[src/rtl/fp_result_buffer.sv]
// Result FIFO behind the non-stallable FP multiply pipeline, with credit-based issue throttling.
// Optional sticky fflags accumulator built when FP_RESULT_BUFFER_FFLAGS_EN is defined.
module fp_result_buffer #(
  parameter int DEPTH = 8
) (
  input  logic        clk,
  input  logic        rst,
  input  logic        issue_valid,
  output logic        issue_ready,
  input  logic        res_valid,
  input  logic [31:0] res_data,
  input  logic        res_nv,
  input  logic        res_of,
  input  logic        res_uf,
  input  logic        res_nx,
  output logic        out_valid,
  input  logic        out_ready,
  output logic [31:0] out_data,
  output logic [4:0]  out_flags,
  output logic [4:0]  fflags,
  input  logic        fflags_clr,
  output logic        overrun
);

  localparam int PTR_W = $clog2(DEPTH);
  localparam int CNT_W = $clog2(DEPTH + 1);
  localparam logic [CNT_W-1:0] DEPTH_C = CNT_W'(DEPTH);

  logic [35:0]      r_mem [DEPTH];
  logic [PTR_W-1:0] r_wr_ptr;
  logic [PTR_W-1:0] r_rd_ptr;
  logic [CNT_W-1:0] r_count;
  logic [CNT_W-1:0] r_inflight;
  logic             r_overrun;

  logic             w_pop;
  logic             w_push;
  logic             w_issue_fire;
  logic [CNT_W:0]   w_credit_used;
  logic [CNT_W-1:0] w_count_nxt;
  logic [CNT_W-1:0] w_inflight_nxt;
  logic [35:0]      w_head;

  assign w_head        = r_mem[r_rd_ptr];
  assign out_valid     = (r_count != {CNT_W{1'b0}});
  assign out_data      = w_head[35:4];
  assign out_flags     = {w_head[3], 1'b0, w_head[2:0]};
  assign overrun       = r_overrun;
  assign w_pop         = out_valid & out_ready;
  // A pop in the same cycle frees the slot the incoming result needs.
  assign w_push        = res_valid & ((r_count < DEPTH_C) | w_pop);
  assign w_credit_used = {1'b0, r_count} + {1'b0, r_inflight};
  assign issue_ready   = ~rst & (w_credit_used < {1'b0, DEPTH_C});
  assign w_issue_fire  = issue_valid & issue_ready;

  always_comb begin
    w_count_nxt = r_count;
    case ({w_push, w_pop})
      2'b10:   w_count_nxt = r_count + CNT_W'(1);
      2'b01:   w_count_nxt = r_count - CNT_W'(1);
      default: w_count_nxt = r_count;
    endcase
  end

  // A stray result with nothing in flight must not wrap the credit counter.
  always_comb begin
    w_inflight_nxt = r_inflight;
    if (w_issue_fire && !res_valid) begin
      w_inflight_nxt = r_inflight + CNT_W'(1);
    end else if (!w_issue_fire && res_valid && (r_inflight != {CNT_W{1'b0}})) begin
      w_inflight_nxt = r_inflight - CNT_W'(1);
    end else begin
      w_inflight_nxt = r_inflight;
    end
  end

  always_ff @(posedge clk or posedge rst) begin
    if (rst) begin
      r_wr_ptr   <= {PTR_W{1'b0}};
      r_rd_ptr   <= {PTR_W{1'b0}};
      r_count    <= {CNT_W{1'b0}};
      r_inflight <= {CNT_W{1'b0}};
      r_overrun  <= 1'b0;
      for (int i = 0; i < DEPTH; i++) begin
        r_mem[i] <= 36'h0;
      end
    end else begin
      r_count    <= w_count_nxt;
      r_inflight <= w_inflight_nxt;
      if (w_push) begin
        r_mem[r_wr_ptr] <= {res_data, res_nv, res_of, res_uf, res_nx};
        r_wr_ptr        <= r_wr_ptr + PTR_W'(1);
      end
      if (w_pop) begin
        r_rd_ptr <= r_rd_ptr + PTR_W'(1);
      end
      if (res_valid && !w_push) begin
        r_overrun <= 1'b1;
      end
    end
  end

`ifdef FP_RESULT_BUFFER_FFLAGS_EN
  logic [4:0] r_fflags;
  logic [4:0] w_fflags_nxt;

  // Flags accrue when a result leaves the buffer, not when it arrives.
  always_comb begin
    w_fflags_nxt = fflags_clr ? 5'b00000 : r_fflags;
    if (w_pop) begin
      w_fflags_nxt = w_fflags_nxt | out_flags;
    end else begin
      w_fflags_nxt = w_fflags_nxt;
    end
  end

  always_ff @(posedge clk or posedge rst) begin
    if (rst) begin
      r_fflags <= 5'b00000;
    end else begin
      r_fflags <= w_fflags_nxt;
    end
  end

  assign fflags = r_fflags;
`else
  logic w_unused_fflags_clr;
  assign w_unused_fflags_clr = fflags_clr;
  assign fflags              = 5'b00000;
`endif

endmodule

[config.mk]
export PLATFORM = sky130hd
export DESIGN_NAME = fp_result_buffer
export DESIGN_NICKNAME = d
export VERILOG_FILES = /design/src/rtl/fp_result_buffer.sv
export SDC_FILE = /design/constraint.sdc
export NUM_CORES = 1
export LEC_CHECK = 0
export CAP_MARGIN = 15
export CORE_ASPECT_RATIO = 0.5
export CORE_MARGIN = 5
export CORE_UTILIZATION = 30
export DETAILED_ROUTE_END_ITERATION = 10
export PLACE_DENSITY = 0.58
export SLEW_MARGIN = 40
export SYNTH_ARGS = -nofsm -noshare
export SYNTH_HDL_FRONTEND = slang
export SYNTH_SLANG_ARGS = --single-unit
[constraint.sdc]
create_clock -name clk -period 25.8 [get_ports clk]
set_input_delay 5.16 -clock clk [delete_from_list [all_inputs] [get_ports clk]]
set_output_delay 5.16 -clock clk [all_outputs]
set_load 0.05 [all_outputs]
# After elaboration in Yosys (flattened, before gate mapping)
# Index checks and enable logic that the tools add are counted.
# word_totals
register_bits,303
in_bits,42
output_inout_bits,45
word_cells,56
# op_classes
addsub,7
magnitude_cmp,5
n_eq_ne,2
mux,9
bitwise,8
n_reduce_logical,12
# ops
op,count
bitwise mux 288 bit,1
binary-select mux 36 bit (select 3 bit),1
demux 36 bit (select 3 bit),1
two-way mux 36 bit,3
"adder 4 x 1 -> 4 bit, second input constant",2
"greater-or-equal comparator 4 bit, second input constant",2
two-way mux 4 bit,2
NOT 3 -> 4 bit,2
one-hot mux 4 bit (2 select lines),1
nonzero test 4 bit,2
"subtractor 4 x 1 -> 4 bit, second input constant",2
"adder 3 x 1 -> 3 bit, second input constant",2
adder 4 x 4 -> 5 bit,1
logical AND 1 bit,5
"less-than comparator 5 x 4 -> 1 bit, second input constant",1
bitwise AND 1 bit,4
"less-than comparator 4 x 1 -> 1 bit, second input constant",1
"less-than comparator 4 bit, second input constant",1
nonzero test 2 bit,2
logical NOT 1 bit,3
"equality test 2 x 1 -> 1 bit, second input constant",1
"equality test 2 bit, second input constant",1
NOT 1 bit,1
bitwise OR 1 bit,1

# Logic depth before layout (Yosys ltp)
# depth
depth_word,9
depth_mapped,10
ltp_nobuf,9

# Worst setup path after synthesis
# No wires, ideal clock.
# synth_path
path_kind,input-to-output
startpoint,input port rst
endpoint,output port issue_ready
t_arrival_ns,6.497
t_required_ns,20.640
setup_slack_ns,14.143
path_stages,2
n_path_buf,0
path_cell_list,or4_1 a21oi_1
# synth_via
elab_chain_cells,2
# synth_lines
element,line_no,source
start: declaration,7,"input logic rst,"
NOT 1 bit,53,"assign issue_ready = ~rst & (w_credit_used < {1'b0, DEPTH_C});"
bitwise AND 1 bit,53,
end: declaration,9,"output logic issue_ready,"
# Every way passes these cells.

# Final worst setup path
# Ends and elaborated chain as after synthesis.

==> metrics <==
status finished, final reports clean; Yosys warnings 0; Final Total Pwr 2.533 mW; post-CTS setup repair buffer count 0; Pleak 7.131 nW; startpoint class of the critical path input port; DRC viols 0; stage delay of the slowest cell on the critical path 0.83 ns; count of mapped cells out of synthesis 834; first-pass GRT wire length 50,440 um; FP Rows 56; via count of the first global-routing pass 8,659; Placed Instance Area 15,510 sq um; overall overflow remaining after global route 0; instance count after placement with tap cells included 1,517; met3 Track Usage GR 2.034%; cell type with the highest aggregate area in the netlist dfrtp_1; pin count of the biggest net entering global routing 136; number of distinct standard cells referenced by the synthesized netlist 39; I/O pin count 87; final clock period utilization by the worst path 48.28%; number of flops mapped to enable cells by yosys 0; Period minus WS final 12.46 ns; Post-DP HPWL 18,730 um; Worst Setup Slack post-DPL 13.34 ns; count of buffering cells on the critical path with inverters included 2; total routing usage reported by global routing 12.43%; prevailing post-synth register cell dfrtp_1; total via count after detailed routing 7,420; total of fill cells in the finished design 4,383; number of levels in the clock H-tree 2; count of antenna-violating nets left after detailed routing 0; # hold bufs at CTS 0; share of the yosys chip area belonging to registers 54.08%; areal power density over the cells 152.3 nW/um^2; die extent in x 315.7 um; floorplan core area 46,520 sq um; number of buffers added on ports 79; Initial Utilization 30.14%; normalized max-slew margin 44.94%; slew at the pin with the worst max-slew slack 0.8258 ns; Mapped Avg Cell Area 16.81 sq um; type of the setup path with the least slack in -> out; number of design-rule violations left by the first detailed-router iteration 310; number of buffers on the longest clock path 3; TritonCTS clock tree yes; number of register bits inferred by synthesis 303; number of CTS-inserted buffers 34; # resized after CTS 0; ANT cells 0; routed length per placed instance 19.87 um; top-area cell type share of the netlist area 54.08%; global routing's busiest layer met2; series of cell instances along the critical path clkdlybuf4s50_1, or4_1, a21oi_1, clkdlybuf4s50_1; unrepaired setup endpoints after global routing false; Hold Vio Cnt, Final 0; Clock Sinks 303; global routing usage on met2 22.34%; detailed-routing iteration count for the pre-antenna-repair pass 4; die area 51,420 sq um; Peak supply drop 0.06161 mV; most area-consuming cells after synthesis dfrtp_1, mux2_2, mux4_2; Clk pin slew, worst setup/hold paths 0.05 ns; required time of the critical path 20.64 ns; Worst Setup End Kind output port; Crit path max-delay family buffers and inverters; upper clock frequency limit 80.29 MHz; Vert. Die Dim 162.9 um; WL final 31,330 um; via density per instance 4.705; area of all placed cells without fillers 16,640 sq um; Final Worst Setup Slack 13.34 ns; gp weighted congestion 0.7269; maximum clock skew at final layout 0.01595 ns; Syn-to-layout area delta 18.66%; cell area after technology mapping 14,020 sq um; antenna violations before repair 0; buffer type at the clock tree root clkbuf_16; worst min path class reg -> reg; FF/Latch Area 7591 sq um; largest fanout on the critical path 2; endpoint arrival time on the critical path 7.30 ns; share of final-layout standard cells stronger than drive strength 1 51.22%; Setup Viol. Count Final 0; final instance count without filler cells 1,577; CP max stage cell clkdlybuf4s50_1; proportion of register bits with asynchronous set or reset after synthesis 100.0%; number of maximum-capacitance violations 0; setup_tns 0 ns; clock latency on the worst-skew pair 0.51 ns; most frequent cell on the critical path clkdlybuf4s50_1; routing usage on met1 15.71%; area used by multi-input combinational logic 6111 sq um; final number of max-transition violations 0; fin nets 970
==> cells in the final DEF, fill, tap and decap left out, types with 10 or more instances in the layout <==
master,n
buf_4,13
clkbuf_16,35
clkdlybuf4s50_1,79
dfrtp_1,300
ha_1,10
mux2_2,266
mux2_4,60
mux4_2,72
==> registers in the layout (all words and copies together), names as in the netlist <==
register    flops
r_count         4
r_mem         288
r_wr_ptr        3
r_rd_ptr        3
r_inflight      4
overrun         1
==> report_power, final <==
group	switching, mW	internal, mW
clock network	0.190	0.288
logic	0.566	0.620
registers	0.155	0.714
==> kinds of logic (layout without fill, tap and decap cells) <==
kind of cell	Yosys count	after routing	share of synthesized area, %
compound gates	11	11	0.6069
xor+xnor	10	10	0.6247
fa+ha+maj	12	12	1.178
buf+inv	66	166	2.552
flops	303	303	54.08
mux	403	403	39.71
other cells	1	6	0.02675
simple gates	28	28	1.223
==> final cells by class <==
type                       count  share of cell area [%]
timing repair buffer          99                   5.979
multi-input combinational    470                   36.73
clock buffer                  46                   5.693
clock inverter                13                  0.9025
tap                          638                   4.798
sequential                   303                   45.63
inverter                       8                  0.2707
==> stage by stage <==
| stage | utilization [%] | hold WS (ns) |
|---|---|---|
| 5_1_grt | 35.76 | 0.5069 |
| 3_3_place_gp | 33.18 | 0.4539 |
| 2_1_floorplan | - | 0.4725 |
| 3_5_place_dp | 33.34 | 0.4572 |
| 4_1_cts | 35.70 | 0.4681 |
| 6_report | 35.76 | 0.4680 |
==> worst register-to-register path: stages, from the launching register on <==
cell      delay [ns]
dfrtp_1         0.42
ha_1            0.30
or4_1           0.59
a211oi_4        0.40
nand2_1         0.19
fa_1            0.55
or3b_2          0.45
o211ai_1        0.09
==> per-layer routing <==
| metal | vias up | wire length (um) |
|---|---|---|
| met5 | - | 0 |
| met4 | 0 | 623 |
| met3 | 49 | 794 |
| met2 | 71 | 16320 |
| met1 | 4033 | 13590 |
| li1 | 3267 | - |
==> worst paths after layout <==
kind	from	endpoint	slack [ns]	cells after the start
max	rst	issue_ready	13.34	4
min	r_rd_ptr[2]$_DFFE_PP0P_	r_rd_ptr[2]$_DFFE_PP0P_	0.47	1
max reg2reg	r_count[3]$_DFFE_PP0P_	r_inflight[1]$_DFFE_PP0P_	22.71	7
min reg2reg	r_rd_ptr[2]$_DFFE_PP0P_	r_rd_ptr[2]$_DFFE_PP0P_	0.47	1
max in group asynchronous	rst	r_mem[163]$_DFFE_PP0P_	19.32	3
min in group asynchronous	rst	overrun$_DFFE_PP0P_	5.20	2
==> Yosys cell counts, drive strengths merged (2+ instances only) <==
master,n
xnor2,7
dfrtp,303
or4b,2
mux2,326
xor2,3
nor2,3
buf,44
or4,2
ha,10
mux2i,5
nand4b,2
inv,8
a21oi,4
clkbuf,14
nand3,4
fa,2
nand2,8
mux4,72
No activity file was read; power rests on OpenSTA's default activity.
